`config.mk`:
```
export PLATFORM = sky130hd
export DESIGN_NAME = mem_arbiter
export DESIGN_NICKNAME = d
export VERILOG_FILES = /design/src/rtl/cpu_types_pkg.sv /design/src/rtl/mem_arbiter.sv
export SDC_FILE = /design/constraint.sdc
export NUM_CORES = 1
export LEC_CHECK = 0
export BUFFER_PORTS_ARGS = -buffer_cell sky130_fd_sc_hd__buf_2
export CAP_MARGIN = 20
export CELL_PAD_IN_SITES_DETAIL_PLACEMENT = 1
export CELL_PAD_IN_SITES_GLOBAL_PLACEMENT = 1
export CORE_ASPECT_RATIO = 1.4
export CORE_MARGIN = 3
export CORE_UTILIZATION = 17
export DETAILED_ROUTE_END_ITERATION = 8
export GPL_TIMING_DRIVEN = 1
export PLACE_DENSITY = 0.86
export REMOVE_ABC_BUFFERS = 1
export SYNTH_ARGS = -nofsm -noshare
export SYNTH_HDL_FRONTEND = slang
export SYNTH_SLANG_ARGS = --single-unit
```
`constraint.sdc`:
```
create_clock -name CLK -period 1.7 [get_ports CLK]
set_clock_uncertainty 0.15 [all_clocks]
set_input_delay 0.17 -clock CLK [delete_from_list [all_inputs] [get_ports CLK]]
set_output_delay 0.17 -clock CLK [all_outputs]
set_load 0.03 [all_outputs]
```
`src/rtl/cpu_types_pkg.sv`:
```
// Types shared by the cache-side datapath and the RAM arbiter.
package cpu_types_pkg;

    typedef logic [31:0] word_t;

    typedef enum logic [1:0] {
        FREE,
        BUSY,
        ACCESS,
        ERROR
    } ramstate_t;

    typedef enum logic [1:0] {
        IDLE,
        IGNT,
        DGNT,
        DONE
    } arb_state_t;

    localparam logic [1:0] GNT_NONE = 2'b00;
    localparam logic [1:0] GNT_I    = 2'b01;
    localparam logic [1:0] GNT_D    = 2'b10;

    function automatic logic [1:0] gnt_code(input arb_state_t s);
        logic [1:0] c;
        c = GNT_NONE;
        if (s == IGNT) c = GNT_I;
        if (s == DGNT) c = GNT_D;
        return c;
    endfunction

endpackage

```
`src/rtl/mem_arbiter.sv`:
```
// Single-port RAM arbiter between fetch and data requesters.
// Data wins by default; a streak counter bounds fetch starvation.
module mem_arbiter
    import cpu_types_pkg::*;
#(
    parameter int MAX_D_STREAK = 4,
    parameter int TIMEOUT      = 255
) (
    input  logic      CLK,
    input  logic      nRST,
    input  logic      iREN,
    input  word_t     iaddr,
    input  logic      dREN,
    input  logic      dWEN,
    input  word_t     daddr,
    input  word_t     dstore,
    output logic      iwait,
    output logic      dwait,
    output word_t     iload,
    output word_t     dload,
    output logic      ramREN,
    output logic      ramWEN,
    output word_t     ramaddr,
    output word_t     ramstore,
    input  word_t     ramload,
    input  ramstate_t ramstate,
    output logic      err,
    output logic [1:0] gnt
);

    localparam logic [3:0] STREAK_MAX = 4'(MAX_D_STREAK);
    localparam logic [7:0] TMO_LAST   = 8'(TIMEOUT - 1);

    arb_state_t r_state;
    arb_state_t w_next;
    logic [3:0] r_streak;
    logic [3:0] w_streak_nxt;
    logic [7:0] r_timer;
    logic [1:0] r_gnt;

    logic w_dreq;
    logic w_greq;
    logic w_granted;
    logic w_hit;
    logic w_fault;
    logic w_ihit;
    logic w_dhit;

    assign w_dreq    = dREN | dWEN;
    assign w_granted = (r_state == IGNT) || (r_state == DGNT);

    always_comb begin
        w_next       = r_state;
        w_streak_nxt = r_streak;
        w_greq       = 1'b0;
        w_hit        = 1'b0;
        w_fault      = 1'b0;
        ramREN       = 1'b0;
        ramWEN       = 1'b0;
        ramaddr      = '0;
        ramstore     = '0;

        unique case (r_state)
            IDLE: begin
                if (w_dreq && ((r_streak < STREAK_MAX) || !iREN)) begin
                    w_next = DGNT;
                    if (!iREN)
                        w_streak_nxt = '0;
                    else if (r_streak != 4'hF)
                        w_streak_nxt = r_streak + 4'd1;
                end else if (iREN) begin
                    w_next       = IGNT;
                    w_streak_nxt = '0;
                end
            end
            IGNT: begin
                ramREN  = iREN;
                ramaddr = iaddr;
                w_greq  = iREN;
            end
            DGNT: begin
                // A write beats a read if both are raised together
                ramWEN   = dWEN;
                ramREN   = dREN & ~dWEN;
                ramaddr  = daddr;
                ramstore = dstore;
                w_greq   = w_dreq;
            end
            DONE: begin
                w_next = IDLE;
            end
        endcase

        if (w_granted) begin
            if (!w_greq) begin
                w_next = IDLE;
            end else if (ramstate == ACCESS) begin
                w_hit  = 1'b1;
                w_next = DONE;
            end else if (ramstate == ERROR || r_timer == TMO_LAST) begin
                w_fault = 1'b1;
                w_next  = DONE;
            end
        end
    end

    // A reset landing on the completing cycle must not leak a hit
    assign w_ihit = w_hit & (r_state == IGNT) & nRST;
    assign w_dhit = w_hit & (r_state == DGNT) & nRST;

    assign iwait = ~w_ihit;
    assign dwait = ~w_dhit;
    assign iload = w_ihit ? ramload : '0;
    assign dload = w_dhit ? ramload : '0;
    assign err   = w_fault & nRST;
    assign gnt   = r_gnt;

    always_ff @(posedge CLK) begin
        if (!nRST) begin
            r_state  <= IDLE;
            r_streak <= '0;
            r_timer  <= '0;
            r_gnt    <= GNT_NONE;
        end else begin
            r_state  <= w_next;
            r_streak <= w_streak_nxt;
            r_gnt    <= gnt_code(w_next);
            r_timer  <= w_granted ? r_timer + 8'd1 : '0;
        end
    end

endmodule
```
==> results of run 1 <==
## report_power, final
part / total (mW) / internal [mW] / switching (mW) / leakage (nW)
logic: 2.09 / 1.02 / 1.06 / 2.32
registers: 0.425 / 0.403 / 0.0216 / 0.131
clock network: 0.513 / 0.358 / 0.155 / 0.0442
total: 3.02 / 1.78 / 1.24 / 2.49
## Yosys cell counts (2+ instances only)
cell      count  area (µm²)
and2_1       99         619
nor2b_1      34         213
a22oi_1      32         240
dfxtp_1      16         320
clkbuf_1     13        48.8
nor2_1       13        48.8
o21ai_0       8        40.0
buf_6         6        67.6
ha_1          6        75.1
inv_1         5        18.8
nand2_1       5        18.8
nand3_1       5        25.0
a21oi_1       4        20.0
and3_1        3        18.8
buf_2         3        15.0
xor2_1        3        26.3
and4_4        2        22.5
or3_1         2        12.5
xnor2_1       2        17.5
## registers in the layout, summed over array words and instances (netlist names)
signal	count
gnt	2
r_state	2
r_streak	4
r_timer	8
## area by class of cell
cell class	instances	area (µm²)	area share, %
Timing Repair Buffer	306	2500	48.0
Multi-Input combinational cell	242	2080	40.0
Sequential cell	16	328	6.30
Tap cell	144	180	3.46
Clock buffer	4	88.8	1.71
Inverter	5	23.8	0.457
Antenna cell	1	2.50	0.0481
## timing repair
action                     CTS  global route
cloned                      10             4
setup endpoints to repair  137           137
resized for setup          357            62
buffers inserted             2             2
pin swaps                   66            42
## worst register-to-register path, delay by kind of cell (launching register included)
kind	cells	cell delay [ps]
buffers and inverters	4	500
flip-flops	1	380
AO/OA/AOI/OAI	2	300
adder cells (fa/ha/maj)	1	240
AND/OR/NAND/NOR	1	180
## cells in the final DEF (no fill, tap or decap), drive strengths merged, types with 6 or more instances in the layout
cell type  Yosys  layout
and2          99      99
nor2b         34      34
and4           2      10
clkbuf        13       7
dfxtp         16      16
ha             6       6
nor2          13      13
a22oi         32      32
buf            9     303
o21ai          9       9
## path summary, 6_finish.rpt
check / from / end / slack [ps] / depth (start not counted)
worst min-delay path: nRST / r_state[0] / 190 / 2
worst min register to register: r_streak[1] / r_streak[1] / 340 / 2
worst max register to register: r_state[1] / gnt[1] / -140 / 8
worst max-delay path: r_state[1] / dload[20] / -550 / 7
## through the flow
stage               total power, mW  hold WS, ps  utilization [%]
CTS                            2.70          185             43.2
detailed placement             1.73          332             31.6
floorplan                      1.19          142                -
global placement               1.71          310             31.6
global route                   3.16          226             45.9
finish                         3.02          193             45.9
## per-layer routing
layer | vias up | track usage (%)
li1 | 1542 | -
met1 | 1655 | 23.1
met2 | 158 | 42.2
met3 | 36 | 3.46
met4 | 0 | 8.74
met5 | - | 0
## cells by family (layout without fill, tap and decap cells)
family / after synthesis / after routing / synth area share [%]
XOR/XNOR: 5 / 5 / 2.21
AO/OA/AOI/OAI: 54 / 55 / 19.2
buffers and inverters: 27 / 315 / 7.59
AND/OR/NAND/NOR: 168 / 176 / 51.0
other: 0 / 1 / 0
adder cells (fa/ha/maj): 6 / 6 / 3.79
flip-flops: 16 / 16 / 16.2
==> impl_metrics.json, run 1 <==
{
  "status": "complete, but fails checks",
  "failed_checks": "setup timing",
  "arrival_ps": 1930,
  "layout.cells.non_filler": 718,
  "hpwlAfterDp_um": 9350,
  "period_minus_slack_ps": 2250,
  "clock_latency_ps": 250,
  "slew_violations": 0,
  "viasPerCell": 4.72,
  "worstMarginPinSlew_ps": 984,
  "grt_pass1_vias": 3658,
  "placedCellCount": 695,
  "antenna_found_initial": 1,
  "std_cell_rows": 46,
  "avgRoutedWirePerCell_um": 22.4,
  "gp_congestion": 0.803,
  "initial_core_util_pct": 17.4,
  "highest_layer": "met4",
  "drv_cap": 0,
  "synthDistinctLibCells": 34,
  "drtIter0Drc": 74,
  "slowest_delay_ps": 380,
  "worstPathCellList": "inv_4 -> ha_4 -> buf_4 -> a21boi_4 -> and4_4 -> and2_4 -> buf_6",
  "slowest_stage": "dfxtp_4",
  "maxSlewHeadroom_pct": 34.3,
  "syn_area_um2": 1980,
  "nets": 715,
  "cp-start-kind": "register",
  "m1WireLength_um": 5570,
  "drc_errors": 0,
  "drt-total-wl_um": 16100,
  "hold_viol_final": 0,
  "synth-seq-cells": 16,
  "critPathBufInv": 3,
  "synth-main-ff-cell": "dfxtp_1",
  "p_leak_nw": 2.49,
  "ant_nets": 0,
  "routed-wl-met3_um": 785,
  "place_area_um2": 3590,
  "io_buffers": 269,
  "peakVddDrop_uv": 609,
  "power-per-cell-area_nw_per_um2": 581,
  "async_reset_ff_share_pct": 0,
  "drtPass1Iterations": 4,
  "die_h_um": 134,
  "cts_made_buffers": 3,
  "drive_gt1_share_pct": 79.6,
  "synth_edf_count": 0,
  "grt_use_total_pct": 21.8,
  "wl_met2_um": 9130,
  "cts_tree": "yes",
  "tns_ps": -44960,
  "synth_area_per_cell_um2": 7.17,
  "endpoint_kind": "primary output",
  "nFillCells": 1338,
  "grt_first_pass_wirelength_um": 22100,
  "fin_ws_ps": -555,
  "critPathKind": "register to primary output",
  "synthesis.yosys.warnings": 0,
  "post-route-period-util_pct": 133,
  "ctsHtreeMaxLevel": 1,
  "die_area_um2": 13000,
  "syn2layout_area_growth_pct": 163,
  "grt_max_degree": 26,
  "worst-path-max-fanout": 8,
  "cp_top_family": "simple AND/OR/NAND/NOR gates",
  "grt_overflow": 0,
  "cts_sinks": 16,
  "dpl_worst_slack_ps": -423,
  "num_vias": 3391,
  "rsz0062_at_grt": "true",
  "postCtsHoldBufs": 0,
  "cts_buffer_depth": 2,
  "clkTransAtPathRegs_ps": 50,
  "core-area_um2": 11300,
  "netlist_instances": 276,
  "required_ps": 1380,
  "die_w_um": 97.2,
  "fmax_mhz": 444,
  "clockRootBuffer": "clkbuf_16",
  "ios": 270,
  "setup_violations": 137,
  "finalInstanceArea_um2": 5200,
  "min_path_type": "primary input to register",
  "ys_seq_area_share_pct": 16.2
}
Note: power is estimated with default switching activity, not from simulation.
==> inputs of run 2 (changes only) <==
- CORE_ASPECT_RATIO: 1.4 -> unset
- CORE_UTILIZATION: 17 -> 20
- PLACE_DENSITY: 0.86 -> 0.94
- clock period: 1.7 -> 2.9 ns (I/O delays scaled with it)
==> impl_metrics.json, run 2 (synthesis results as in run 1) <==
{
  "drv_cap": 0,
  "num_vias": 2991,
  "critPathKind": "register to primary output",
  "cts_made_buffers": 3,
  "grt_first_pass_wirelength_um": 17900,
  "nFillCells": 1263,
  "viasPerCell": 4.51,
  "top_regs": "r_timer (8), r_streak (4)",
  "gp_congestion": 0.850,
  "final_cell_mix": "buf_2 (269), and2_1 (99), nor2b_1 (34)",
  "avgRoutedWirePerCell_um": 19.2,
  "io_buffers": 269,
  "worst-path-max-fanout": 16,
  "cts_tree": "yes",
  "clock_latency_ps": 250,
  "slowest_stage": "dfxtp_1",
  "layout.cells.non_filler": 663,
  "std_cell_rows": 35,
  "fmax_mhz": 375,
  "drtIter0Drc": 134,
  "critPathBufInv": 3,
  "drt-total-wl_um": 12700,
  "setup_violations": 0,
  "slew_violations": 0,
  "nets": 675,
  "worstPathCellList": "inv_1 -> ha_1 -> a21boi_2 -> buf_4 -> and4_4 -> and2_1 -> buf_2",
  "hpwlAfterDp_um": 10600,
  "clkTransAtPathRegs_ps": 60,
  "drtPass1Iterations": 4,
  "drc_errors": 0,
  "grt_use_total_pct": 20.3,
  "finish.utilization_pct": 36.9,
  "cp_top_family": "buffers and inverters",
  "multiInputGateArea_um2": 1540,
  "antenna_found_initial": 1,
  "power-per-cell-area_nw_per_um2": 340,
  "cts_buffer_depth": 2,
  "die_h_um": 105,
  "ant_nets": 0,
  "grt_pass1_vias": 3140,
  "regMostFlops": "r_timer",
  "die_area_um2": 11100,
  "min_path_type": "primary input to register",
  "cp-start-kind": "register",
  "endpoint_kind": "primary output",
  "core-area_um2": 9420,
  "largest_reg_flops": 8,
  "ctsHtreeMaxLevel": 1,
  "postCtsHoldBufs": 0,
  "clockRootBuffer": "clkbuf_8",
  "total_power_mw": 1.18,
  "slowest_delay_ps": 390,
  "cts_sinks": 16,
  "fin_ws_ps": 231,
  "rsz0062_at_grt": "false",
  "tns_ps": 0,
  "syn2layout_area_growth_pct": 75.8,
  "whs_ps": 266,
  "register_area_um2": 320,
  "placedCellCount": 655,
  "status": "finished clean",
  "layout_commonest_cell": "buf_2",
  "drive_gt1_share_pct": 53.3,
  "required_ps": 2460,
  "place_area_um2": 3380,
  "ios": 270,
  "die_w_um": 105,
  "peakVddDrop_uv": 264,
  "worstMarginPinSlew_ps": 581,
  "maxSlewHeadroom_pct": 60.2,
  "hold_viol_final": 0,
  "grt_overflow": 0,
  "arrival_ps": 2230,
  "dpl_worst_slack_ps": 427,
  "initial_core_util_pct": 21.0,
  "grt_max_degree": 52,
  "post-route-period-util_pct": 92.0,
  "p_leak_nw": 1.97,
  "period_minus_slack_ps": 2670,
  "finalInstanceArea_um2": 3480
}
run 2: cell count changes in the layout (fill, tap and decap cells not counted), moves of 4 or more:
cell / delta
a22oi_2: -13
buf_2: +132
and2_1: +97
buf_6: -104
clkbuf_16: -6
a22oi_1: +13
and4_4: -6
and2_4: -97
nor2b_1: +7
nor2b_2: -4
buf_12: -6
buf_4: -50
run 2: what timing repair did:
item,CTS,global route
setup endpoints to repair,0,7
resized for setup,0,3
buffers inserted,0,1
endpoints found under the hold margin,0,0
run 2: worst register-to-register path, stage by stage (launching register included):
cell and delay [ps]:
dfxtp_1 390, inv_1 110, ha_1 360, nand2b_1 190, a211oi_1 270, a21oi_1 120
nor3b_1 240
run 2: report_power, final:
group | switching, mW | internal, mW | total [mW]
Sequential | 0.0118 | 0.235 | 0.247
Combinational | 0.467 | 0.273 | 0.740
Clock | 0.0759 | 0.120 | 0.196
Total | 0.555 | 0.628 | 1.18
run 2: final timing paths:
check        startpoint           to  slack [ps]  depth (start not counted)
min reg2reg  r_timer[0]   r_timer[0]         330                          1
max          r_state[0]    iload[24]         230                          7
max reg2reg  r_state[0]       gnt[0]         980                          6
min                nRST  r_streak[1]         270                          2
run 2: metal layers:
metal | vias up | part of all wire [%] | global-route usage (%)
li1 | 1442 | - | -
met1 | 1400 | 36 | 20.7
met2 | 123 | 54 | 39.9
met3 | 26 | 5.7 | 3.74
met4 | 0 | 4.1 | 8.15
met5 | - | 0 | 0
run 2: cell type report:
cell class / count / share of cell area [%]
Inverter: 5 / 0.540
Multi-Input combinational cell: 235 / 44.4
Tap cell: 129 / 4.64
Sequential cell: 16 / 9.21
Antenna cell: 1 / 0.0720
Clock buffer: 4 / 1.58
Timing Repair Buffer: 273 / 39.6
==> inputs of run 3 (changes only) <==
--- a/config.mk
+++ b/config.mk
@@ -17,2 +17,3 @@
 export REMOVE_ABC_BUFFERS = 1
+export SKIP_CTS_REPAIR_TIMING = 1
 export SYNTH_ARGS = -nofsm -noshare
--- a/constraint.sdc
+++ b/constraint.sdc
@@ -4,2 +4,2 @@
 set_output_delay 0.29 -clock CLK [all_outputs]
-set_load 0.03 [all_outputs]
+set_load 0.01 [all_outputs]
==> impl_metrics.json, run 3 (synthesis results as in run 1) <==
{
  "initial_core_util_pct": 21.0,
  "endpoint_kind": "primary output",
  "avgRoutedWirePerCell_um": 18.3,
  "finish.utilization_pct": 36.5,
  "tns_ps": 0,
  "p_sw_mw": 0.412,
  "timing.rr.start": "r_state[0]",
  "syn2layout_area_growth_pct": 73.8,
  "final_cell_mix": "buf_2 (269), and2_1 (99), nor2b_1 (34)",
  "grt_first_pass_wirelength_um": 17800,
  "reg2reg_slack_ps": 1040,
  "worstMarginPinSlew_ps": 660,
  "regMostFlops": "r_timer",
  "viasPerCell": 4.49,
  "drc_errors": 0,
  "cts_sinks": 16,
  "nets": 672,
  "total_power_mw": 1.03,
  "status": "finished clean",
  "p_sw_share_pct": 39.8,
  "ant_nets": 0,
  "die_w_um": 105,
  "clockPowerShare_pct": 19.3,
  "critPathBufInv": 2,
  "grt_use_total_pct": 20.2,
  "period_minus_slack_ps": 2680,
  "io_buffers": 269,
  "critical_path.startpoint": "r_state[0]",
  "cts_made_buffers": 3,
  "hpwlAfterDp_um": 10600,
  "combPwrFrac_pct": 56.9,
  "dpl_worst_slack_ps": 462,
  "gp_congestion": 0.849,
  "slew_violations": 0,
  "post-route-period-util_pct": 92.4,
  "critPathKind": "register to primary output",
  "cp-start-kind": "register",
  "grt_max_degree": 52,
  "required_ps": 2460,
  "grt_pass1_vias": 3120,
  "drtIter0Drc": 128,
  "grt_overflow": 0,
  "drv_cap": 0,
  "arrival_ps": 2240,
  "setup_violations": 0,
  "drt-total-wl_um": 12100,
  "hp-start": "nRST",
  "core-area_um2": 9420,
  "clock_latency_ps": 250,
  "ios": 270,
  "layout_commonest_cell": "buf_2",
  "drive_gt1_share_pct": 53.0,
  "hold_viol_final": 0,
  "min_path_type": "primary input to register",
  "std_cell_rows": 35,
  "place_area_um2": 3380,
  "finalInstanceArea_um2": 3440,
  "cellInternalPower_mw": 0.621,
  "worstPathCellList": "inv_1 -> ha_2 -> o21ai_1 -> a21boi_2 -> and4_4 -> and2_1 -> buf_2",
  "antenna_found_initial": 1,
  "power-per-cell-area_nw_per_um2": 301,
  "cts_buffer_depth": 2,
  "slowest_stage": "and4_4",
  "num_vias": 2961,
  "largest_reg_flops": 8,
  "p_leak_nw": 1.96,
  "cts_tree": "yes",
  "ctsHtreeMaxLevel": 1,
  "peakVddDrop_uv": 204,
  "cp_top_family": "simple AND/OR/NAND/NOR gates",
  "maxSlewHeadroom_pct": 54.9,
  "clockRootBuffer": "clkbuf_8",
  "seqPwrFrac_pct": 23.8,
  "nFillCells": 1284,
  "fmax_mhz": 373,
  "slowest_delay_ps": 430,
  "die_h_um": 105,
  "drtPass1Iterations": 4,
  "fin_ws_ps": 222,
  "die_area_um2": 11100,
  "worst-path-max-fanout": 33,
  "top_regs": "r_timer (8), r_streak (4)",
  "clkTransAtPathRegs_ps": 60,
  "rsz0062_at_grt": "false"
}
run 3: cell types whose count changed in the layout (fill, tap and decap cells not counted), sizes merged:
cell  delta
buf      -1
and4     -2
run 3: final cells by class:
class                           instances  area (µm²)  share of cell area, %
Antenna cell                            1        2.50                 0.0728
Clock buffer                            4        55.1                   1.60
Inverter                                5        18.8                  0.546
Multi-Input combinational cell        233        1510                   43.9
Sequential cell                        16         320                   9.32
Tap cell                              129         161                   4.70
Timing Repair Buffer                  272        1370                   39.8
run 3: per-stage QoR:
step	hold slack, ps	instances
global placement	292	655
global route	240	660
detailed placement	316	655
CTS	222	659
floorplan	262	254
finish	226	660
run 3: layer usage:
layer | vias up | part of all wire, % | global-route usage [%]
met1 | 1377 | 34 | 20.4
met5 | - | 0 | 0
met2 | 123 | 54 | 39.3
met3 | 34 | 6.4 | 3.92
met4 | 0 | 5.3 | 9.37
li1 | 1427 | - | -
run 3: power by group through the flow:
stage	Clock (mW)	Combinational, mW	Sequential, mW
6_report	0.199	0.588	0.246
4_1_cts	0.202	0.594	0.246
2_1_floorplan	0	0.303	0.250
5_1_grt	0.214	0.643	0.248
3_5_place_dp	0	0.590	0.251
3_3_place_gp	0	0.567	0.249
run 3: path summary, 6_finish.rpt:
kind / cells past startpoint / endpoint
max: 7 / dload[18]
min: 2 / r_streak[1]
max reg2reg: 6 / gnt[0]
min reg2reg: 2 / r_streak[1]
run 3: worst register-to-register path: stages (launching register included):
cell and delay, ps:
dfxtp_1 390, inv_1 90, ha_1 340, nand2b_1 180
a211oi_1 270, a21oi_1 120, nor3b_1 240
